[config.mk]
export PLATFORM = sky130hd
export DESIGN_NAME = mc6809_irq_ctrl
export DESIGN_NICKNAME = d
export VERILOG_FILES = /design/src/rtl/mc6809_irq_ctrl.sv
export SDC_FILE = /design/constraint.sdc
export NUM_CORES = 1
export LEC_CHECK = 0
export CAP_MARGIN = 5
export CORE_MARGIN = 1.5
export CORE_UTILIZATION = 55
export CTS_CLUSTER_DIAMETER = 50
export DETAILED_ROUTE_END_ITERATION = 16
export PLACE_DENSITY = 0.84
export RECOVER_POWER = 25
export SLEW_MARGIN = 10
export SYNTH_ARGS = -nofsm -noshare
export SYNTH_HDL_FRONTEND = slang
export SYNTH_SLANG_ARGS = --single-unit
[constraint.sdc]
create_clock -name CLK4 -period 4 [get_ports CLK4]
set_input_delay 0.8 -clock CLK4 [delete_from_list [all_inputs] [get_ports CLK4]]
set_output_delay 0.8 -clock CLK4 [all_outputs]
set_load 0.01 [all_outputs]
[src/rtl/mc6809_irq_ctrl.sv]
// mc6809_irq_ctrl: memory-mapped interrupt controller for the 6809 core.
// Collects eight asynchronous request lines and synchronizes them to CLK4.
// Each source is latched on a rising edge or passed as a level, according to
// its EDGE bit. Enabled sources are steered to the active-low nIRQ or nFIRQ
// line by ROUTE.
//
// Register map (offset from BASE_ADDR):
//   0 PEND   R: pending bits, W: write-1-to-clear (edge-mode bits only)
//   1 MASK   R/W, 1 = enabled
//   2 EDGE   R/W, 1 = rising-edge latched, 0 = level
//   3 ROUTE  R/W, 1 = FIRQ, 0 = IRQ
//   4 VECTOR R, only when IRQC_VECTOR_EN is defined; otherwise reads 8'h00
//   5-7      read 8'h00, writes ignored
//
// Optional feature macro: IRQC_VECTOR_EN (priority-encoded VECTOR register).
//
// Ports:
//   CLK4   in   4x bus clock, all logic on posedge
//   RESET  in   asynchronous active-high reset
//   E, Q   in   CPU bus phases; a write commits on the Q falling edge inside E
//   ADDR   in   CPU address bus
//   RnW    in   CPU read/not-write
//   DIN    in   CPU write data
//   DRD    out  read data (combinational)
//   DRD_OE out  read-data select enable (combinational)
//   SRC    in   asynchronous interrupt requests, active-high
//   nIRQ   out  active-low IRQ, registered
//   nFIRQ  out  active-low FIRQ, registered
module mc6809_irq_ctrl #(
    parameter logic [15:0] BASE_ADDR = 16'hFF40
) (
    input  logic        CLK4,
    input  logic        RESET,
    input  logic        E,
    input  logic        Q,
    input  logic [15:0] ADDR,
    input  logic        RnW,
    input  logic [7:0]  DIN,
    output logic [7:0]  DRD,
    output logic        DRD_OE,
    input  logic [7:0]  SRC,
    output logic        nIRQ,
    output logic        nFIRQ
);

    localparam int unsigned NSRC = 8;
    localparam int unsigned OFFW = 3;

    localparam logic [OFFW-1:0] OFF_PEND   = 3'd0;
    localparam logic [OFFW-1:0] OFF_MASK   = 3'd1;
    localparam logic [OFFW-1:0] OFF_EDGE   = 3'd2;
    localparam logic [OFFW-1:0] OFF_ROUTE  = 3'd3;
`ifdef IRQC_VECTOR_EN
    localparam logic [OFFW-1:0] OFF_VECTOR = 3'd4;
`endif

    // Synchronizer stages; s3 is kept only for rising-edge detection.
    logic [NSRC-1:0] s1;
    logic [NSRC-1:0] s2;
    logic [NSRC-1:0] s3;

    logic [NSRC-1:0] pend;
    logic [NSRC-1:0] mask;
    logic [NSRC-1:0] edge_sel;
    logic [NSRC-1:0] route;
    logic            q_d;

    logic            hit;
    logic [OFFW-1:0] off;
    logic            wr_en;
    logic [NSRC-1:0] act;
    logic [NSRC-1:0] rise;
    logic [NSRC-1:0] w1c;
    logic [NSRC-1:0] pend_next;
    logic [7:0]      rd_data;

    // Address decode: eight-byte window aligned on BASE_ADDR.
    assign hit = (ADDR[15:OFFW] == BASE_ADDR[15:OFFW]);
    assign off = ADDR[OFFW-1:0];

    // Q falling while E is high happens once per bus cycle.
    assign wr_en = q_d & ~Q & E & hit & ~RnW;

    assign act  = pend & mask;
    assign rise = s2 & ~s3;

    // Pending next-state: edge bits latch rises and honour W1C (set wins),
    // level bits simply follow the synchronized input.
    always_comb begin
        w1c       = '0;
        pend_next = '0;
        if (wr_en && (off == OFF_PEND)) begin
            w1c = DIN;
        end
        pend_next = (edge_sel & ((pend & ~w1c) | rise)) | (~edge_sel & s2);
    end

`ifdef IRQC_VECTOR_EN
    // Lowest-numbered active source wins; bit 7 flags any active source.
    logic [7:0] vector;

    always_comb begin
        vector = '0;
        for (int i = int'(NSRC) - 1; i >= 0; i--) begin
            if (act[i]) begin
                vector[2:0] = 3'(i);
            end
        end
        vector[7] = |act;
    end
`endif

    // Read-data mux; unused offsets read as zero.
    always_comb begin
        rd_data = '0;
        case (off)
            OFF_PEND:   rd_data = pend;
            OFF_MASK:   rd_data = mask;
            OFF_EDGE:   rd_data = edge_sel;
            OFF_ROUTE:  rd_data = route;
`ifdef IRQC_VECTOR_EN
            OFF_VECTOR: rd_data = vector;
`endif
            default:    rd_data = '0;
        endcase
    end

    assign DRD    = hit ? rd_data : 8'h00;
    assign DRD_OE = hit & RnW & E;

    // Synchronizer, bus strobe history and interrupt outputs.
    always_ff @(posedge CLK4 or posedge RESET) begin
        if (RESET) begin
            s1    <= '0;
            s2    <= '0;
            s3    <= '0;
            q_d   <= 1'b0;
            nIRQ  <= 1'b1;
            nFIRQ <= 1'b1;
        end else begin
            s1    <= SRC;
            s2    <= s1;
            s3    <= s2;
            q_d   <= Q;
            nIRQ  <= ~|(act & ~route);
            nFIRQ <= ~|(act & route);
        end
    end

    // Register file.
    always_ff @(posedge CLK4 or posedge RESET) begin
        if (RESET) begin
            pend     <= '0;
            mask     <= '0;
            edge_sel <= '0;
            route    <= '0;
        end else begin
            pend <= pend_next;
            if (wr_en) begin
                case (off)
                    OFF_MASK:  mask     <= DIN;
                    OFF_EDGE:  edge_sel <= DIN;
                    OFF_ROUTE: route    <= DIN;
                    default:   ;
                endcase
            end
        end
    end

endmodule

After elaboration in Yosys (flattened, before gate mapping)

Cells that the tools add are included.

Bits in registers: 59
Bits in latches: 0
Bits in writable memories: 0
ROM bits: 0
Logic and storage cells: 47
Memories: 0

Add/sub/neg operators: 0
$mul: 0
Div/mod/pow operators: 0
$lt $le $gt $ge: 0
Equality and inequality tests: 4
Shift operators: 0
Muxes and demuxes: 3
Bitwise logic cells: 21
Reduce and logical (&&, ||, !) cells: 9

Operators with widths:

| cell                   | count |
|---|---|
| $and A8 B8 Y8          | 7 |
| $not A8 Y8             | 4 |
| $pmux W8 S4            | 1 |
| $mux W8                | 2 |
| $or A8 B8 Y8           | 2 |
| $reduce_or A8 Y1       | 2 |
| $eq A13 B13 Y1 const B | 1 |
| $and A1 B1 Y1          | 6 |
| $eq A3 B2 Y1 const B   | 2 |
| $reduce_and A2 Y1      | 3 |
| $eq A3 B1 Y1 const B   | 1 |
| $logic_not A3 Y1       | 1 |
| $logic_not A1 Y1       | 2 |
| $not A1 Y1             | 2 |
| $logic_and A1 B1 Y1    | 1 |

Logic depth before layout (Yosys ltp)

Gate-level depths: netlist (run 1).

Depth after elaboration: 12
Gate-level depth with buffers: 5

Worst setup path before layout (run 1)

OpenSTA, ideal clock, no wires.

Path kind: input to output
Start: in ADDR[4]
End: out DRD[0]
Data arrival time: 2.110 ns
Required time: 3.200 ns
Path slack: 1.090 ns
Stages: 5
Cells stage by stage: or4b_4 > nor4_1 > nand2b_1 > clkbuf_1 > a21oi_1

Word-level cells in the longest chain between the ends: 2

RTL lines:

| what           | line | text |
|---|---|---|
| from (decl)    | 36   | `input logic [15:0] ADDR,` |
| $eq A13 B13 Y1 | 78   | `assign hit = (ADDR[15:OFFW] == BASE_ADDR[15:OFFW]);` |
| $mux W8        | 128  | `assign DRD = hit ? rd_data : 8'h00;` |
| to (decl)      | 39   | `output logic [7:0] DRD,` |

No other way between the ends.

Worst setup path after layout (run 1)

Start: in ADDR[4]
End: out DRD[2]

The elaborated chain is that of the path after synthesis.

==> impl.org, run 1 <==
** Critical path
- Data on the critical path is required at its endpoint by 3200 ps.
- Launching point of the worst reg2reg path :: q_d
- The largest single stage delay on the critical path is 560 ps.
- Capture point of the worst path :: DRD[2]
- Launch point of the critical path :: ADDR[4]
- Among all stages on the critical path, the largest delay is contributed by clkdlybuf4s50_1.
- Signal arrival time at the worst endpoint :: 3040 ps
- Internal reg-to-reg setup slack :: 2190 ps
- CP max FO :: 8
- The worst register-to-register path ends at mask[0].
- The cell that appears most often on the critical path is clkdlybuf4s50_1.
- Crit path cell chain :: clkdlybuf4s50_1 > or4b_4 > nor4_2 > nand2b_1 > buf_4 > a21oi_1 > clkdlybuf4s50_1
- STA classifies the critical path endpoint as a primary output.
- Kind of launch point of the worst setup path :: input pin
- R2r worst-path depth :: 4
- Kind of critical path :: input pin to primary output

** STA
- The total count of max-transition violations in the final report was 0.
- Setup repair after global routing left no endpoint under its margin.
- For the final database, setup skew stands at 4.69 ps.
- Final critical-path required period :: 3840 ps
- Derived from the worst setup path, the maximum achievable clock frequency is 261 MHz.
- Setup violations remaining at the end of the flow were counted as 0.
- Hold violation count in the final report :: 0
- Measured against its own limit, the worst slew margin works out to 0.126.
- In the post-route analysis, the smallest setup slack over all paths is 165 ps.
- Setup TNS after final layout :: 0 ps
- Hold timing on the final database bottoms out at a slack of 352 ps.
- At the pin with the least slew margin, the transition time is 1310 ps.
- Ratio of final minimum period to clock period :: 0.959

** Cells and area
- After filler insertion, the fill cell instance count of the layout stands at 242.
- Most used cells in the layout excluding fill and tap cells :: dfrtp_1 (57), clkdlybuf4s50_1 (37), mux2_2 (21), a22oi_1 (16), nand2_1 (16)
- Commonest non-fill, non-tap cell in the layout :: dfrtp_1
- Compared with the post-synthesis result, the final layout area differs by 32.6%.
- Number of nets at the end of the flow :: 276
- In the final layout, flip-flops and latches occupy 1480 µm².
- The number of antenna diodes in the final layout is 0.
- Layout Cell Area excl Fill :: 3200 µm²
- Multi-input gate area :: 902 µm²
- Proportion of layout cells with a drive suffix above 1 :: 0.234

** Synthesis
- Of the total synthesized cell area, the portion taken by full adders, half adders and majority gates is 0.
- Of the total synthesized cell area, the portion taken by XOR and XNOR cells is 0.
- Share of cell area taken by muxes after synthesis :: 0.117
- After synthesis, the largest family of logic cells by area is simple AND/OR/NAND/NOR gates.
- Synthesis inferred 59 register bits.
- Synthesized net count :: 216
- After technology mapping, the gate count stands at 179.
- Post-synthesis compound-gate area fraction :: 0.110
- Post-Synthesis Mean Instance Area :: 13.5 µm²
- The share of synthesized area in the top cell type comes to 0.591.
- Yosys mapped the design onto 27 distinct sky130hd cell types.
- Ranking of synthesized cells by area :: dfrtp_1 (59%), mux2_2 (9.8%), a22oi_1 (5.0%), a32o_1 (3.3%), nand4_1 (2.9%)
- For this run, the register share of the synthesized area comes to 0.613.
- Yosys Warn Count :: 0
- After synthesis the cells add up to 2410 µm².
- Of the total synthesized cell area, the portion taken by AND, OR, NAND and NOR gates is 0.145.
- Summed over all instances, the cell type with the most area after synthesis is dfrtp_1.

** Floorplan
- In this run the core area contains 23 standard-cell rows.
- Die Width :: 69.2 µm
- I/O pin cnt :: 48
- The floorplan step defined a core boundary enclosing 4120 µm².
- Starting density of the core :: 0.586
- Die area :: 4790 µm²
- From bottom edge to top edge, the die measures 69.2 µm.

** Routing
- Average via count per standard cell :: 6.29
- Initial detailed-routing violation count :: 167
- Residual DRC :: 0
- The count of nets left with antenna violations once routing finished came out at 0.
- Total via count in the routed design :: 1,850
- The first TritonRoute pass finished after 4 iterations.
- Routed Wire Length :: 5810 µm
- Dividing the detail-routed wire length by the instance count gives 19.8 µm.

** GRT
- The number of global-route vias before repair is 1,926.
- Wire length of the first global-routing pass :: 9550 µm
- Largest net degree at the start of global routing :: 37
- For this run, the total global-route usage over all layers was measured as 0.265.
- The number of antenna violations at the first check in global routing was 0.
- Aggregate global routing overflow :: 0

** Clock network
- TritonCTS built the clock tree.
- The clock passes through at most 2 buffers.
- The number of hold buffers added after CTS was 0.
- The H-tree was split into 3 levels.
- The tree is rooted in a clkbuf_8.
- Total setup buffers inserted after CTS :: 0
- Clock Sink Count :: 59
- Number of instances resized during post-cts repair :: 0
- After clock tree synthesis, the clock-pin slew on the worst setup and hold paths is 60 ps.
- TritonCTS created 9 clock buffers.
- Latest clock arrival within the worst-skew pair :: 340 ps

** Pwr
- Across the VDD grid, the largest voltage drop is 0.338 mV.
- Static leakage power :: 1.36 nW
- Summing internal, switching and leakage power gives 1.31 mW.
- Dividing total power by cell area gives a power density of 408 nW/µm².

** Placement
- RePlAce Congestion :: 0.829
- Placement-stage worst setup slack :: 123 ps
- The wire-length estimate of the detail-placed layout is 3870 µm.
- PortBufs :: 47
- Area after DPL :: 2960 µm²

** Status
- The flow ran to the end, and the final reports show no timing, DRC or antenna violations.

** Min path
- Kind of path behind the tightest hold check :: flop to flop

** Run
- The tool flagged a number of max-cap violations equal to 0.
## report_power, final
part | leakage [nW] | internal [mW] | total [mW] | switching, mW
clock network | 0.113 | 0.383 | 0.610 | 0.226
registers | 0.741 | 0.614 | 0.624 | 0.0101
logic | 0.503 | 0.0391 | 0.0717 | 0.0326
## cell families after synthesis
kind of cell / Yosys count
flops: 59
simple gates: 54
compound gates: 36
mux: 24
buf+inv: 6
## metal layers
layer | global-route usage | up-vias | share of wire
met5 | 0 | - | 0
met4 | 0.155 | 0 | 0.033
met3 | 0.0640 | 24 | 0.083
met2 | 0.423 | 106 | 0.49
met1 | 0.328 | 911 | 0.39
li1 | - | 809 | -
## synth_stat cells
master / number
a21oi_1: 8
a22oi_1: 16
a32o_1: 8
and2_2: 1
and3_1: 2
and3b_1: 1
buf_6: 2
clkbuf_1: 3
dfrtp_1: 57
dfstp_2: 2
inv_1: 1
mux2_2: 21
mux2_4: 3
nand2_1: 16
nand2b_1: 2
nand3_1: 9
nand3_4: 2
nand4_1: 11
nand4_2: 1
nor2_1: 1
nor3_1: 1
nor3_4: 1
nor3b_2: 2
nor4_1: 2
nor4bb_1: 1
o22ai_1: 4
or4b_4: 1
## through the flow
stage	cells	util
5_1_grt	294	0.777
6_report	294	0.777
3_5_place_dp	278	0.720
4_1_cts	294	0.776
3_3_place_gp	278	0.720
2_1_floorplan	179	-
## state kept, by name, indices dropped and copies added (netlist names)
signal	flops
nFIRQ	1
q_d	1
mask	8
s2	8
edge_sel	8
route	8
s1	8
s3	8
pend	8
nIRQ	1
## worst min-delay path by stage
stage,depth (start not counted),slack [ps],from,end
floorplan,0,330,s1[0],s2[0]
global placement,0,330,s1[1],s2[1]
detailed placement,0,340,s1[0],s2[0]
CTS,0,350,s1[0],s2[0]
global route,0,370,s1[6],s2[6]
finish,0,350,s1[4],s2[4]
## worst max-delay path, delay by kind of cell
family / cells / cell delay (ps)
buffers and inverters: 3 / 1150
AND/OR/NAND/NOR: 3 / 930
AO/OA/AOI/OAI: 1 / 150
## area by class of cell
type	instances	share of cell area
clock buffers	12	0.0485
clock inverters	4	0.0227
inverters	1	0.00117
multi-input cells	114	0.282
flip-flops and latches	59	0.462
well taps	50	0.0196
repair buffers	54	0.164
Power figures use the tool's default switching activity.
==> inputs of run 2 (changes only) <==
--- a/config.mk
+++ b/config.mk
@@ -12,6 +12,8 @@
 export DETAILED_ROUTE_END_ITERATION = 16
 export PLACE_DENSITY = 0.84
 export RECOVER_POWER = 25
+export SETUP_SLACK_MARGIN = 0.2
+export SKIP_LAST_GASP = 1
 export SLEW_MARGIN = 10
 export SYNTH_ARGS = -nofsm -noshare
 export SYNTH_HDL_FRONTEND = slang
==> run 2 against run 1 <==
Die area unchanged; combinational power increased by 0.7%; global-route usage increased by 0.094 points; clock-buffer cell count unchanged; fmax increased by 7.9%; sequential power about the same; first-iteration DRC count decreased by 9.6%; final cell count unchanged; clock power about the same.
==> impl.org, run 2 (synthesis gave the netlist of run 1 again) <==
** Routing
- For this block, the initial DRC count from the detailed router was 151.
- After detailed routing, the average wire length per cell comes to 20.1 µm.
- DRT Pass-1 Iters :: 4
- Routed Wire Length :: 5900 µm
- Dividing the detail-routed via count by the number of cells gives 6.25.
- The count of nets left with antenna violations once routing finished came out at 0.
- Residual DRC :: 0
- Total via count in the routed design :: 1,837

** Clock network
- The tree is rooted in a clkbuf_8.
- Number of buffers inserted during clock tree synthesis :: 9
- TritonCTS clock tree :: done
- Post-CTS Hold Fix Bufs :: 0
- Number of buffers between clock root and the deepest sink :: 2
- Latest clock arrival within the worst-skew pair :: 340 ps
- Clock Sink Count :: 59
- Post-CTS clock slew at the launch and capture registers of the worst setup and hold paths :: 60 ps
- The H-tree was split into 3 levels.

** Cells and area
- The library cells used most frequently in the layout, excluding fill and tap cells, are dfrtp_1 (57), clkdlybuf4s50_1 (29), mux2_2 (21), a22oi_1 (16), nand2_1 (16).
- Utilization of the core after routing :: 0.780
- Layout Cell Area excl Fill :: 3210 µm²
- Area delta synth->final :: 33.1%
- Non-filler instance count after layout :: 294
- Sequential cell area :: 1480 µm²
- Multi-input gate area :: 911 µm²
- Of the cells placed in the final design, the portion with a size suffix greater than 1 is 0.234.
- The filler cells instantiated in the layout total 244.
- At the end of the flow, the number of nets in the layout was 276.
- Commonest non-fill, non-tap cell in the layout :: dfrtp_1
- 0 antenna diodes ended up in the layout.

** Critical path
- CP max FO :: 2
- The worst setup path is launched from an input pin.
- Buf+Inv Stages, Crit Path :: 2
- Top cell family by delay on the critical path :: simple AND/OR/NAND/NOR gates
- The worst setup path is captured at a primary output.
- WP data required :: 3200 ps
- STA puts the critical path data arrival time at 2750 ps.
- In this design, the critical path's most frequently occurring cell is clkdlybuf4s50_1.
- Crit path cell chain :: clkdlybuf4s50_1 > or4b_4 > nor4_4 > and3_1 > clkdlybuf4s50_1
- Kind of critical path :: input pin to primary output
- The largest single stage delay on the critical path is 560 ps.
- Slowest cell on the critical path :: or4b_4
- Across all register-to-register paths, the minimum setup slack is 2170 ps.

** Pwr
- The share of total power dissipated in combinational logic is 0.055.
- P per Cell Area :: 406 nW/µm²
- Of the total power, registers draw 0.479.
- Summed over all cells, the static leakage comes to 1.46 nW.
- Of the total power, the clock network draws 0.466.
- Of the total power, the share spent switching nets is 0.205.
- Switching power of the nets :: 267 µW
- IR analysis of the VDD net gives a maximum drop of 0.337 mV.
- The internal portion of the total power is 1.04 mW.

** Floorplan
- The floorplan step defined a die boundary enclosing 4790 µm².
- Measured along the x axis, the die boundary spans 69.2 µm.
- Starting density of the core :: 0.586
- Die boundary height :: 69.2 µm
- I/O pin cnt :: 48
- The total area inside the core boundary comes to 4120 µm².
- Row generation in the floorplan step produced 23 rows.

** STA
- For this run, the top clock speed supported by timing is 281 MHz.
- Setup TNS after final layout :: 0 ps
- Ratio of final minimum period to clock period :: 0.888
- Relative slew slack :: 0.125
- Final critical-path required period :: 3550 ps
- Total count of max-transition violations in the final report :: 0
- At the pin with the least slew margin, the transition time is 1310 ps.
- Number of setup violations in the final report :: 0
- Setup repair after global routing left no endpoint under its margin.
- Smallest hold slack :: 352 ps
- For the final database, setup skew stands at 4.87 ps.
- The hold violation count in the final report was 0.

** GRT
- Entering global routing, the biggest net connects 37 pins.
- Aggregate global routing overflow :: 0
- Total routing usage reported by global routing :: 0.265
- Number of global-route vias before repair :: 1,935
- Number of antenna violations at the first check in global routing :: 0
- The first global-routing pass estimated 9590 µm of wire.

** Placement
- RePlAce Congestion :: 0.829
- Half-perimeter wire length of the detailed placement result :: 3870 µm
- Inst Count DP :: 278
- In this run the tool buffered the top-level ports with 47 buffer cells.
- In this run the cell area measured after placement is 2960 µm².

** Run
- Max Cap Violations :: 0

** Min path
- The min-delay analysis places its worst path in the category flop to flop.

** Status
- Outcome :: finished clean
run 2: cell types whose count changed in the layout (fill, tap and decap cells not counted), sizes merged:
cell,delta
clkdlybuf4s50,-8
dlygate4sd2,+4
dlymetal6s2s,+4
run 2: worst paths after layout:
path,start,endpoint,cells after the start
setup / recovery,ADDR[4],DRD_OE,5
hold / removal,s1[0],s2[0],0
setup reg to reg,q_d,mask[0],4
hold reg to reg,s1[0],s2[0],0
max in group asynchronous,RESET,nIRQ,3
min in group asynchronous,RESET,s1[2],2
run 2: power by group through the flow:
stage	Sequential, mW	Combinational, mW	Clock [mW]
floorplan	0.631	0.0235	0
global placement	0.633	0.0708	0
detailed placement	0.634	0.0736	0
CTS	0.624	0.0748	0.618
global route	0.626	0.0790	0.645
finish	0.624	0.0722	0.608
run 2: metrics by stage:
stage          worst slack [ps]  power, mW
2_1_floorplan              1090      0.654
5_1_grt                     342       1.35
4_1_cts                     207       1.32
6_report                    447       1.30
3_5_place_dp                123      0.708
3_3_place_gp                163      0.703
run 2: cell type report:
class                           instances  area share
Sequential cell                        59       0.460
Clock buffer                           12      0.0483
Timing Repair Buffer                   54       0.164
Tap cell                               50      0.0195
Multi-Input combinational cell        114       0.284
Clock inverter                          4      0.0226
Inverter                                1     0.00117
run 2: timing repair:
action | in CTS | in global routing
setup buffers | 0 | 0
setup endpoints to repair | 8 | 4
resized for setup | 6 | 4
run 2: per-layer routing:
metal,wire length [µm],up-vias,global-route usage,part of all wire
met4,167,0,0.155,0.028
met2,2950,112,0.427,0.50
li1,-,803,-,-
met5,0,-,0,0
met3,502,21,0.0625,0.085
met1,2280,901,0.328,0.39
